--- config.mk ---
export PLATFORM = sky130hd
export DESIGN_NAME = sram_req_arbiter_flat
export DESIGN_NICKNAME = d
export VERILOG_FILES = /design/src/rtl/sram_arb_pkg.sv /design/src/rtl/sram_req_arbiter_if.sv /design/src/rtl/sram_arb_ord_fifo.sv /design/src/rtl/sram_req_arbiter.sv /design/src/flat_wrapper.sv
export SDC_FILE = /design/constraint.sdc
export NUM_CORES = 1
export LEC_CHECK = 0
export CORE_AREA = 2 2 125 127
export DETAILED_ROUTE_END_ITERATION = 12
export DIE_AREA = 0 0 127 129
export SKIP_LAST_GASP = 1
export SLEW_MARGIN = 20
export SYNTH_ARGS = -nofsm -noshare
export SYNTH_HDL_FRONTEND = slang
export SYNTH_SLANG_ARGS = --single-unit
--- constraint.sdc ---
create_clock -name aclk -period 2.8 [get_ports aclk]
set_input_delay 0.56 -clock aclk [delete_from_list [all_inputs] [get_ports aclk]]
set_output_delay 0.56 -clock aclk [all_outputs]
set_load 0.005 [all_outputs]
--- src/rtl/sram_arb_pkg.sv ---
// Shared definitions for the SRAM-like request arbiter: arbiter state
// encoding, master IDs and transfer size encodings.
package sram_arb_pkg;

    typedef enum logic {
        ARB_IDLE = 1'b0,
        ARB_LOCK = 1'b1
    } arb_state_t;

    localparam logic MID_INST = 1'b0;
    localparam logic MID_DATA = 1'b1;

    localparam logic [1:0] SIZE_BYTE = 2'd0;
    localparam logic [1:0] SIZE_HALF = 2'd1;
    localparam logic [1:0] SIZE_WORD = 2'd2;

endpackage

--- src/rtl/sram_req_arbiter_if.sv ---
// SRAM-like request/response channel bundle.
//
// Handshake: a request is held stable by the master while req=1 and is
// transferred in the cycle where req=1 and addr_ok=1. data_ok is a
// one-cycle pulse per accepted request, returned in acceptance order;
// rdata is meaningful only while data_ok=1. There is no back-pressure
// on the response side.
interface sram_req_arbiter_if;

    logic        req;
    logic        wr;
    logic [1:0]  size;
    logic [31:0] addr;
    logic [3:0]  wstrb;
    logic [31:0] wdata;
    logic        addr_ok;
    logic        data_ok;
    logic [31:0] rdata;

    modport master (
        output req, wr, size, addr, wstrb, wdata,
        input  addr_ok, data_ok, rdata
    );

    modport slave (
        input  req, wr, size, addr, wstrb, wdata,
        output addr_ok, data_ok, rdata
    );

endinterface

--- src/rtl/sram_arb_ord_fifo.sv ---
// Ordering FIFO holding the 1-bit owner ID of each accepted request.
// Pointers wrap naturally because DEPTH is a power of two.
module sram_arb_ord_fifo #(
    parameter int DEPTH = 4,
    parameter int CNT_W = $clog2(DEPTH) + 1
) (
    input  logic             clk,
    input  logic             rst_n,
    input  logic             push,
    input  logic             push_id,
    input  logic             pop,
    output logic             head,
    output logic [CNT_W-1:0] count,
    output logic             full,
    output logic             empty
);

    localparam int PTR_W = $clog2(DEPTH);
    localparam logic [CNT_W-1:0] FULL_CNT = CNT_W'(DEPTH);
    localparam logic [CNT_W-1:0] ONE_CNT  = CNT_W'(1);

    logic [DEPTH-1:0] mem;
    logic [PTR_W-1:0] wr_ptr;
    logic [PTR_W-1:0] rd_ptr;
    logic             do_push;
    logic             do_pop;

    assign full    = (count == FULL_CNT);
    assign empty   = (count == '0);
    assign do_push = push & ~full;
    assign do_pop  = pop & ~empty;
    assign head    = mem[rd_ptr];

    // Owner storage; contents are don't-care until written.
    always_ff @(posedge clk) begin
        if (do_push) mem[wr_ptr] <= push_id;
    end

    // Pointers and occupancy count.
    always_ff @(posedge clk or negedge rst_n) begin
        if (!rst_n) begin
            wr_ptr <= '0;
            rd_ptr <= '0;
            count  <= '0;
        end else begin
            if (do_push) wr_ptr <= wr_ptr + 1'b1;
            if (do_pop)  rd_ptr <= rd_ptr + 1'b1;
            case ({do_push, do_pop})
                2'b10:   count <= count + ONE_CNT;
                2'b01:   count <= count - ONE_CNT;
                default: count <= count;
            endcase
        end
    end

endmodule

--- src/rtl/sram_req_arbiter.sv ---
// 2:1 arbiter sharing one SRAM-like slave port between the instruction
// master (m0) and the data master (m1). Responses are routed back to
// their owner in acceptance order via an ordering FIFO.
// Optional macro SRAM_ARB_RR_EN: round-robin grant instead of fixed
// m1-over-m0 priority.
module sram_req_arbiter
    import sram_arb_pkg::*;
#(
    parameter int MAX_OUTST = 4,
    parameter int CNT_W     = $clog2(MAX_OUTST) + 1
) (
    input  logic                  aclk,
    input  logic                  aresetn,
    sram_req_arbiter_if.slave     m0,
    sram_req_arbiter_if.slave     m1,
    sram_req_arbiter_if.master    s,
    output logic [CNT_W-1:0]      outst_cnt,
    output logic                  resp_err,
    output arb_state_t            dbg_state
);

    arb_state_t state;
    arb_state_t state_nxt;
    logic       gnt_r;
    logic       gnt_r_nxt;
    logic       grant;
    logic       pick;
    logic       s_req_c;
    logic       full;
    logic       empty;
    logic       head;
    logic       push;
    logic       pop;

`ifdef SRAM_ARB_RR_EN
    logic rr_last;

    // Round-robin pick: on contention favour the master not served last.
    always_comb begin
        pick = m1.req ? MID_DATA : MID_INST;
        if (m0.req && m1.req) pick = ~rr_last;
    end

    // Remember the owner of the most recently accepted request.
    always_ff @(posedge aclk or negedge aresetn) begin
        if (!aresetn)  rr_last <= 1'b0;
        else if (push) rr_last <= grant;
    end
`else
    // Fixed priority pick: data master wins over instruction master.
    always_comb begin
        pick = m1.req ? MID_DATA : MID_INST;
    end
`endif

    // Grant selection, slave request and next-state; lock holds the grant
    // stable from request assertion until the slave accepts it.
    always_comb begin
        state_nxt = state;
        gnt_r_nxt = gnt_r;
        grant     = pick;
        s_req_c   = 1'b0;
        case (state)
            ARB_IDLE: grant = pick;
            ARB_LOCK: grant = gnt_r;
            default:  grant = pick;
        endcase
        s_req_c = (grant ? m1.req : m0.req) & ~full & aresetn;
        case (state)
            ARB_IDLE: begin
                if (s_req_c && !s.addr_ok) begin
                    state_nxt = ARB_LOCK;
                    gnt_r_nxt = grant;
                end
            end
            ARB_LOCK: begin
                if (s.addr_ok) state_nxt = ARB_IDLE;
            end
            default: state_nxt = ARB_IDLE;
        endcase
    end

    // Arbiter state and locked grant registers.
    always_ff @(posedge aclk or negedge aresetn) begin
        if (!aresetn) begin
            state <= ARB_IDLE;
            gnt_r <= 1'b0;
        end else begin
            state <= state_nxt;
            gnt_r <= gnt_r_nxt;
        end
    end

    assign dbg_state = state;

    assign s.req   = s_req_c;
    assign s.wr    = grant ? m1.wr    : m0.wr;
    assign s.size  = grant ? m1.size  : m0.size;
    assign s.addr  = grant ? m1.addr  : m0.addr;
    assign s.wstrb = grant ? m1.wstrb : m0.wstrb;
    assign s.wdata = grant ? m1.wdata : m0.wdata;

    assign m0.addr_ok = s.addr_ok & s_req_c & (grant == MID_INST);
    assign m1.addr_ok = s.addr_ok & s_req_c & (grant == MID_DATA);

    assign push = s_req_c & s.addr_ok;
    assign pop  = s.data_ok & ~empty;

    // Responses go to the FIFO head owner in the same cycle.
    assign m0.data_ok = pop & (head == MID_INST);
    assign m1.data_ok = pop & (head == MID_DATA);
    assign m0.rdata   = s.rdata;
    assign m1.rdata   = s.rdata;

    sram_arb_ord_fifo #(
        .DEPTH (MAX_OUTST),
        .CNT_W (CNT_W)
    ) u_ord_fifo (
        .clk     (aclk),
        .rst_n   (aresetn),
        .push    (push),
        .push_id (grant),
        .pop     (pop),
        .head    (head),
        .count   (outst_cnt),
        .full    (full),
        .empty   (empty)
    );

    // Sticky flag for a response arriving with nothing outstanding.
    always_ff @(posedge aclk or negedge aresetn) begin
        if (!aresetn)                resp_err <= 1'b0;
        else if (s.data_ok && empty) resp_err <= 1'b1;
    end

endmodule

--- src/flat_wrapper.sv ---
// flat-port wrapper written by rule: the top's interface ports become plain ports
module sram_req_arbiter_flat import sram_arb_pkg::*;
#(
    parameter int MAX_OUTST = 4,
    parameter int CNT_W     = $clog2(MAX_OUTST) + 1
)
  (aclk, aresetn, outst_cnt, resp_err, dbg_state, m0_req, m0_wr, m0_size, m0_addr, m0_wstrb, m0_wdata, m0_addr_ok, m0_data_ok, m0_rdata, m1_req, m1_wr, m1_size, m1_addr, m1_wstrb, m1_wdata, m1_addr_ok, m1_data_ok, m1_rdata, s_req, s_wr, s_size, s_addr, s_wstrb, s_wdata, s_addr_ok, s_data_ok, s_rdata);
  sram_req_arbiter_if m0_i ();
  sram_req_arbiter_if m1_i ();
  sram_req_arbiter_if s_i ();
  input  logic aclk;
  input  logic aresetn;
  output logic [CNT_W-1:0] outst_cnt;
  output logic resp_err;
  output arb_state_t dbg_state;
  input wire logic [$bits(m0_i.req)-1:0] m0_req;
  input wire logic [$bits(m0_i.wr)-1:0] m0_wr;
  input wire logic [$bits(m0_i.size)-1:0] m0_size;
  input wire logic [$bits(m0_i.addr)-1:0] m0_addr;
  input wire logic [$bits(m0_i.wstrb)-1:0] m0_wstrb;
  input wire logic [$bits(m0_i.wdata)-1:0] m0_wdata;
  output wire logic [$bits(m0_i.addr_ok)-1:0] m0_addr_ok;
  output wire logic [$bits(m0_i.data_ok)-1:0] m0_data_ok;
  output wire logic [$bits(m0_i.rdata)-1:0] m0_rdata;
  input wire logic [$bits(m1_i.req)-1:0] m1_req;
  input wire logic [$bits(m1_i.wr)-1:0] m1_wr;
  input wire logic [$bits(m1_i.size)-1:0] m1_size;
  input wire logic [$bits(m1_i.addr)-1:0] m1_addr;
  input wire logic [$bits(m1_i.wstrb)-1:0] m1_wstrb;
  input wire logic [$bits(m1_i.wdata)-1:0] m1_wdata;
  output wire logic [$bits(m1_i.addr_ok)-1:0] m1_addr_ok;
  output wire logic [$bits(m1_i.data_ok)-1:0] m1_data_ok;
  output wire logic [$bits(m1_i.rdata)-1:0] m1_rdata;
  output wire logic [$bits(s_i.req)-1:0] s_req;
  output wire logic [$bits(s_i.wr)-1:0] s_wr;
  output wire logic [$bits(s_i.size)-1:0] s_size;
  output wire logic [$bits(s_i.addr)-1:0] s_addr;
  output wire logic [$bits(s_i.wstrb)-1:0] s_wstrb;
  output wire logic [$bits(s_i.wdata)-1:0] s_wdata;
  input wire logic [$bits(s_i.addr_ok)-1:0] s_addr_ok;
  input wire logic [$bits(s_i.data_ok)-1:0] s_data_ok;
  input wire logic [$bits(s_i.rdata)-1:0] s_rdata;
  assign m0_i.req = m0_req;
  assign m0_i.wr = m0_wr;
  assign m0_i.size = m0_size;
  assign m0_i.addr = m0_addr;
  assign m0_i.wstrb = m0_wstrb;
  assign m0_i.wdata = m0_wdata;
  assign m0_addr_ok = m0_i.addr_ok;
  assign m0_data_ok = m0_i.data_ok;
  assign m0_rdata = m0_i.rdata;
  assign m1_i.req = m1_req;
  assign m1_i.wr = m1_wr;
  assign m1_i.size = m1_size;
  assign m1_i.addr = m1_addr;
  assign m1_i.wstrb = m1_wstrb;
  assign m1_i.wdata = m1_wdata;
  assign m1_addr_ok = m1_i.addr_ok;
  assign m1_data_ok = m1_i.data_ok;
  assign m1_rdata = m1_i.rdata;
  assign s_req = s_i.req;
  assign s_wr = s_i.wr;
  assign s_size = s_i.size;
  assign s_addr = s_i.addr;
  assign s_wstrb = s_i.wstrb;
  assign s_wdata = s_i.wdata;
  assign s_i.addr_ok = s_addr_ok;
  assign s_i.data_ok = s_data_ok;
  assign s_i.rdata = s_rdata;
  sram_req_arbiter #(.MAX_OUTST(MAX_OUTST), .CNT_W(CNT_W)) u_core (.aclk(aclk), .aresetn(aresetn), .m0(m0_i), .m1(m1_i), .s(s_i), .outst_cnt(outst_cnt), .resp_err(resp_err), .dbg_state(dbg_state));
endmodule
* Word-level counts from Yosys, hierarchy flattened *
Cells that the tools add are included.

storage, ports and cells
  bits in registers = 14
  input port bits = 180
  output and inout port bits = 145

operators by class
  add/subtract/negate cells = 4
  magnitude comparators = 3
  equal/unequal tests = 3
  muxes and demuxes = 17
  bitwise logic cells = 15
  reductions and logical operators = 7

operators with widths
  operator                                              count
  two-way mux 32 bit                                    2
  AND 1 bit                                             10
  two-way mux 1 bit                                     7
  < comparator 2 x 3 -> 1 bit (second input constant)   2
  case mux 3 bit (2 select lines)                       1
  inverter 1 bit                                        5
  adder 2 x 1 -> 2 bit (second input constant)          2
  bitwise mux 4 bit                                     1
  two-way mux 4 bit                                     1
  case mux 1 bit (2 select lines)                       2
  adder 3 x 1 -> 3 bit (second input constant)          1
  == test 3 bit (second input constant)                 1
  logical AND 1 bit                                     3
  zero test 3 bit                                       1
  subtractor 3 x 1 -> 3 bit (second input constant)     1
  binary-select mux 1 bit (select 2 bit)                1
  demux 1 bit (select 2 bit)                            1
  == test 2 x 1 -> 1 bit (second input constant)        1
  == test 2 bit (second input constant)                 1
  >= comparator 2 x 1 -> 1 bit (second input constant)  1
  two-way mux 2 bit                                     1
  AND reduction 2 bit                                   1
  nonzero test 2 bit                                    1
  zero test 1 bit                                       1

* Longest topological paths before layout *
Gate-level depths: netlist of the first run.

  depth in word-level cells = 9
  mapped depth = 10
  mapped depth without buffers = 10

* Hierarchy *
A second synthesis of the first run with hierarchy kept.

unflattened totals
  cell total of the unflattened synthesis = 208
  area, all modules = 2203.4 um2

by module, submodules not included
  module             instances  cells each  area each (um2)  seq. area each (um2)
  sram_req_arbiter   1          166         1620.3           75.1
  sram_arb_ord_fifo  1          42          583.1            295.3

* Least setup slack after synthesis of the first run *
OpenSTA, ideal clock, no wires.

  kind = input port to flip-flop
  start point = input port m1_req
  end point = register u_core.u_ord_fifo.count[2]
  library setup time = 0.122 ns
  arrival = 1.959 ns
  path slack = 0.719 ns
  stages on the path = 9
  buffers on the path = 0
  cell sequence = o21ai_2 a2111oi_4 inv_1 ha_1 inv_1 fa_1 xor2_1 nor2_1 xnor2_1

between the ends
  word-level cells in the longest chain between the ends = 9

ends and longest elaborated chain
  what                                                                          line                     RTL
  from (decl)                                                                   flat_wrapper.sv:25       input wire logic [$bits(m1_i.req)-1:0] m1_req;
  two-way mux 1 bit                                                             sram_req_arbiter.sv:52   pick = m1.req ? MID_DATA : MID_INST;
  case mux 1 bit (2 select lines)                                               sram_req_arbiter.sv:63   case (state)
  two-way mux 1 bit (*)                                                         sram_req_arbiter.sv:68   s_req_c = (grant ? m1.req : m0.req) & ~full & aresetn;
  AND 1 bit (*) (2 in a row)                                                    sram_req_arbiter.sv:68
  AND 1 bit (*)                                                                 sram_req_arbiter.sv:106  assign push = s_req_c & s.addr_ok;
  AND 1 bit (*)                                                                 sram_arb_ord_fifo.sv:30  assign do_push = push & ~full;
  == test 2 x 1 -> 1 bit / == test 2 bit (equally long branches)                sram_arb_ord_fifo.sv:48  case ({do_push, do_pop})
  case mux 3 bit (2 select lines) / nonzero test 2 bit (equally long branches)  n/a
  to (signal assigned)                                                          sram_arb_ord_fifo.sv:49  2'b10: count <= count + ONE_CNT;
  to (signal assigned)                                                          sram_arb_ord_fifo.sv:50  2'b01: count <= count - ONE_CNT;
  to (signal assigned)                                                          sram_arb_ord_fifo.sv:51  default: count <= count;
  to (decl)                                                                     sram_arb_ord_fifo.sv:13  output logic [CNT_W-1:0] count,

Mark *: on every way between the ends. The rest lies on a longest branch, timed or not.
A chain may end at the register's enable or synchronous reset.

* Worst setup path after layout of the first run *
  start point = input port m1_req
  end point = output port s_addr[9]

between the ends
  word-level cells in the longest chain between the ends = 3

ends and longest elaborated chain
  what                             line                    RTL
  two-way mux 1 bit                sram_req_arbiter.sv:52
  case mux 1 bit (2 select lines)  sram_req_arbiter.sv:63
  two-way mux 32 bit               sram_req_arbiter.sv:99  assign s.addr = grant ? m1.addr : m0.addr;
  to (decl)                        flat_wrapper.sv:37      output wire logic [$bits(s_i.addr)-1:0] s_addr;

Every way passes these cells.

==> results of run 1 <==
synthesized netlist by cell type (all sizes together):
library cell	number	share of area [%]
o21a	1	0.35
a21oi	1	0.24
mux2	73	39
ha	5	3.0
xnor2	5	2.1
xor2	1	0.41
o21ai	1	0.41
nand2	2	0.35
inv	12	2.1
nand2b	1	0.30
mux2i	1	0.47
dfrtp	10	12
edfxtp	4	5.7
a21boi	1	0.35
a2111oi	2	1.7
o31ai	1	0.59
nor2	3	0.53
nor3	2	0.47
mux4	1	1.1
fa	1	0.95
and2	6	2.1
nor2b	1	0.30
buf	72	25
a21o	1	0.35
kinds of logic (layout without fill, tap and decap cells):
kind of cell | Yosys count | count (layout) | share of synthesized area, %
adder cells (fa/ha/maj) | 6 | 6 | 3.90
multiplexers | 75 | 75 | 40.5
XOR/XNOR | 6 | 6 | 2.48
flip-flops | 14 | 14 | 17.5
buffers and inverters | 84 | 258 | 27.5
AND/OR/NAND/NOR | 15 | 15 | 4.02
AO/OA/AOI/OAI | 8 | 8 | 4.02
cell type report:
cell class                 instances  area (um2)  share of cell area (%)
clock buffer                       3        75.1                    1.71
clock inverter                     1        3.75                  0.0853
inverter                          12        45.0                    1.02
multi-input combinational        110        1190                    27.1
sequential                        14         372                    8.44
tap                              188         235                    5.34
timing repair buffer             242        2480                    56.3
state kept, by name, summed over array words and instances (netlist names):
name	flops
u_core.resp_err	1
u_core.u_ord_fifo.mem	4
u_core.gnt_r	1
u_core.u_ord_fifo.wr_ptr	2
u_core.u_ord_fifo.rd_ptr	2
u_core.dbg_state	1
u_core.u_ord_fifo.count	3
worst max-delay path, cell delays in order:
cell             delay (ns)
clkdlybuf4s15_2        0.23
a21boi_4               0.17
buf_12                 0.15
buf_12                 0.11
buf_16                 0.16
mux2_2                 0.34
clkdlybuf4s50_1        0.45
how the worst min path moves through the flow:
stage                                                    to  cells after the start
floorplan                        u_core.dbg_state$_DFF_PN0_                      0
global placement                u_core.resp_err$_DFFE_PN0P_                      1
detailed placement              u_core.resp_err$_DFFE_PN0P_                      1
CTS                             u_core.resp_err$_DFFE_PN0P_                      1
global route        u_core.u_ord_fifo.wr_ptr[0]$_DFFE_PN0P_                      2
finish               u_core.u_ord_fifo.count[2]$_DFFE_PN0P_                      2
timing repair:
action                                  4_1_cts  5_1_grt
pin swaps                                     2        3
gates cloned                                  2        0
endpoints found under the setup margin       73       36
buffers inserted                              1        2
gates resized for setup                       7        7
through the flow:
| stage | setup WS [ns] | power (mW) |
|---|---|---|
| finish | 0.0693 | 2.05 |
| global route | -0.0103 | 2.19 |
| CTS | 0.00596 | 2.07 |
| detailed placement | -0.285 | 1.71 |
| global placement | -0.259 | 1.69 |
| floorplan | 0.719 | 1.01 |
where the power goes:
group	internal [mW]	switching [mW]	total, mW
Clock	0.189	0.0812	0.270
Combinational	0.946	0.471	1.42
Sequential	0.292	0.0738	0.366
Total	1.43	0.626	2.05
placed cells by master (no fill, tap or decap), drive strengths merged:
cell,n
dlygate4sd2,2
buf,14
ha,5
a21o,1
nor3,2
mux4,1
nand2b,1
clkinv,1
and2,6
clkdlybuf4s15,1
a21boi,1
a2111oi,2
nor2b,1
edfxtp,4
o21ai,1
inv,12
clkdlybuf4s50,224
dfrtp,10
mux2,73
dlymetal6s2s,1
xor2,1
o31ai,1
o21a,1
nand2,2
xnor2,5
nor2,3
a21oi,1
mux2i,1
fa,1
clkbuf,3
routing by layer:
metal | wire length [um] | global-route usage [%] | part of all wire (%)
met5 | 13 | 0 | 0.13
met4 | 237 | 3.62 | 2.3
met3 | 972 | 3.20 | 9.5
met2 | 5170 | 19.8 | 51
met1 | 3810 | 12.6 | 37
==> impl_metrics.toml, run 1 <==
[synthesis]
syn_area_per_cell_um2 = 10.2
synth.distinct_cells = 29
ys_seq_area_share_pct = 17.5
yosys_warnings = 0
syn-cell-area_um2 = 2120
syn_nets = 394
synth_seq_cells = 14
synthCells = 208

[setup_path]
required_ns = 2.24
end_kind = "primary output"
crit_fanout = 20
reg2reg_depth = 11
cp-start-kind = "primary input"
crit_start = "m1_req"
crit_type = "in -> out"
arrival_ns = 2.17
r2r_end = "u_core.u_ord_fifo.count[2]$_DFFE_PN0P_"
crit_end = "s_addr[9]"
rrSetupSlack_ns = 0.63
r2r_start = "u_core.dbg_state$_DFF_PN0_"

[power_and_ir_drop]
power.leakage_nw = 1.69
ir_worst_vdd_mv = 0.226
powerDensity_nw_per_um2 = 466

[drt]
firstDrtPassIters = 4
vias = 2128
drc_errors = 0
drtAntennaViolNets = 0
avgRoutedWirePerCell_um = 17.9
drt_iter0_drc = 38
viasPerCell = 3.73
wl_um = 10200

[global_route]
grt_first_pass_wirelength_um = 13400
grt_max_degree = 21
overflow = 0
grt_pass1_vias = 2231
grt_usage_pct = 11.0
antenna_found_initial = 1

[finish]
nets = 569
fillCellCount = 1563
design_area_um2 = 4400
post-route-util_pct = 29.4
instances_no_fill = 570
diodes = 0
layout-drive-gt1-share_pct = 27.2
areaGrowthSynthToFinish_pct = 108

[sta]
skew_ns = 0.000580
worst_pin_slew_ns = 0.487
max-slew-margin-rel_pct = 66.7
finalSetupTns_ns = 0
setup_viol = 0
slew_viol_final = 0
hold_violations = 0
finalCritPeriodShare_pct = 97.5
fmax_mhz = 366
hold_ws_ns = 0.354
min_period_ns = 2.73
grt_setup_unrepaired = "yes"

[floorplan]
start_util_pct = 14.1
dieWidth_um = 127
ios = 325
dieArea_um2 = 16400
die_h_um = 129
placementRows = 45
core_um2 = 15000

[clock_network]
h-tree-depth = 1
clkTransAtPathRegs_ns = 0.05
ctsHoldBuffers = 0
cts_max_path_buffers = 2
cts_tree = "yes"
clock_latency_ns = 0.24
cts-root-buf = "clkbuf_16"
numCtsBuffers = 3
clock_sinks = 14

[placement]
gp_congestion = 0.672
dp_cells = 561
port_buffers = 228
hpwl_um = 8520
dpl_cell_area_um2 = 4200

[status]
status = "finished clean"

[worst_hold_path]
hold_class = "in -> async"

[job]
cap_viol_max_count = 0
Note: power is estimated with default switching activity, not from simulation.
==> run 2: changes to the inputs <==
- CORE_AREA: 2 2 125 127 -> 2 2 127 129
- DIE_AREA: 0 0 127 129 -> 0 0 129 131
- DONT_BUFFER_PORTS: default -> 1
==> run 2 against run 1 <==
Flip-flop and latch count is the same. Clock power shrank 1%. Final area shrank 55%. Non-clock buffer count shrank 240. Via count shrank 42%.
==> impl_metrics.toml, run 2 (synthesis results as in run 1) <==
[status]
status = "finished clean"

[finish]
layout_common_cells = "mux2_2 (72), inv_1 (11), dfrtp_1 (10)"
reg_top3 = "u_core.u_ord_fifo.mem x4, u_core.u_ord_fifo.count x3"
post-route-util_pct = 12.6
regMostFlops = "u_core.u_ord_fifo.mem"
layout_commonest_cell = "mux2_2"
diodes = 0
largest_reg_flops = 4
nets = 329
layout-drive-gt1-share_pct = 62.7
areaGrowthSynthToFinish_pct = -7.09

[drt]
firstDrtPassIters = 4
avgRoutedWirePerCell_um = 18.3
wl_um = 6540
drt_iter0_drc = 33
vias = 1244
viasPerCell = 3.47
drtAntennaViolNets = 0
drc_errors = 0

[floorplan]
placementRows = 46
dieWidth_um = 129
dieArea_um2 = 16900
ios = 325
start_util_pct = 13.6
die_h_um = 131
core_um2 = 15600

[clock_network]
cts_max_path_buffers = 2
clock_sinks = 14
h-tree-depth = 1
clkTransAtPathRegs_ns = 0.05
post-cts-setup-buffer-count = 0
ctsHoldBuffers = 0
cts_tree = "yes"
numCtsBuffers = 3
clock_latency_ns = 0.24
cts-root-buf = "clkbuf_16"
cts-resized-gates = 0

[global_route]
grt_max_degree = 54
grt_pass1_vias = 1157
grt_usage_pct = 6.03
grt_first_pass_wirelength_um = 7130
antenna_found_initial = 0
overflow = 0

[sta]
skew_ns = 0.00181
worst_pin_slew_ns = 0.619
setup_viol = 0
hold_ws_ns = 0.0132
grt_setup_unrepaired = "no"
finalSetupTns_ns = 0
max-slew-margin-rel_pct = 58.8
hold_violations = 0
fmax_mhz = 418
finalCritPeriodShare_pct = 85.5
min_period_ns = 2.39
slew_viol_final = 0

[setup_path]
reg2reg_depth = 10
crit_fanout = 8
critical_path.cell_chain = "inv_2, o21ai_2, a2111oi_4, and2_2"
arrival_ns = 1.83
crit_type = "reg -> out"
required_ns = 2.24
cp_slowest_cell = "a2111oi_4"
end_kind = "primary output"
slowest_delay_ns = 0.65
cp-start-kind = "register"

[placement]
hpwl_um = 5900
gp_congestion = 0.694
port_buffers = 0

[worst_hold_path]
hold_class = "in -> async"

[power_and_ir_drop]
ir_worst_vdd_mv = 0.223
power.leakage_nw = 0.694
powerDensity_nw_per_um2 = 669

[job]
cap_viol_max_count = 0
==> run 2: cell types whose count changed in the layout (fill, tap and decap cells not counted), sizes merged <==
cell	previous run	this run
clkdlybuf4s50	224	0
buf	14	2
dlygate4sd2	2	0
clkdlybuf4s15	1	0
dlymetal6s2s	1	0
==> run 2: layout make-up <==
cell class,instances,area (um2)
well taps,216,270
clock inverters,1,3.75
multi-input cells,110,1170
fillers,1757,13600
flip-flops and latches,14,370
inverters,12,45.0
clock buffers,3,75.1
repair buffers,2,27.5
==> run 2: power by group <==
group | total (mW) | switching [mW] | leakage (nW) | internal, mW
sequential | 0.371 | 0.0800 | 0.152 | 0.291
combinational | 0.677 | 0.327 | 0.503 | 0.350
clock | 0.266 | 0.0778 | 0.0385 | 0.188
==> run 2: through the flow <==
step / worst slack (ns) / total power, mW / std cells / instance area, um2
2_1_floorplan: 0.719 / 1.01 / 208 / 2120
3_3_place_gp: 0.548 / 1.04 / 354 / 1890
3_5_place_dp: 0.429 / 1.06 / 354 / 1890
4_1_cts: 0.358 / 1.34 / 358 / 1970
5_1_grt: 0.264 / 1.42 / 358 / 1970
6_report: 0.407 / 1.31 / 358 / 1970
==> run 2: path summary, 6_finish.rpt <==
check / start / to / slack, ns
max: u_core.dbg_state$_DFF_PN0_ / m0_addr_ok / 0.41
min: aresetn / u_core.resp_err$_DFFE_PN0P_ / 0.01
max reg2reg: u_core.dbg_state$_DFF_PN0_ / u_core.u_ord_fifo.count[2]$_DFFE_PN0P_ / 0.46
min reg2reg: u_core.resp_err$_DFFE_PN0P_ / u_core.resp_err$_DFFE_PN0P_ / 0.48
max in group asynchronous: aresetn / u_core.dbg_state$_DFF_PN0_ / 2.71
min in group aclk: s_data_ok / u_core.resp_err$_DFFE_PN0P_ / 0.44
==> run 2: routing by layer <==
layer,GRT usage [%],up-vias,part of all wire (%)
li1,-,508,-
met1,6.86,559,35
met2,10.6,143,50
met3,1.38,34,11
met4,3.01,0,3.7
met5,0,-,0
==> run 2: critical path: cells and delay by family, from the launching register on <==
family	cells	cell delay, ns
AO/OA/AOI/OAI	2	0.75
buffers and inverters	1	0.12
flip-flops	1	0.44
AND/OR/NAND/NOR	1	0.28
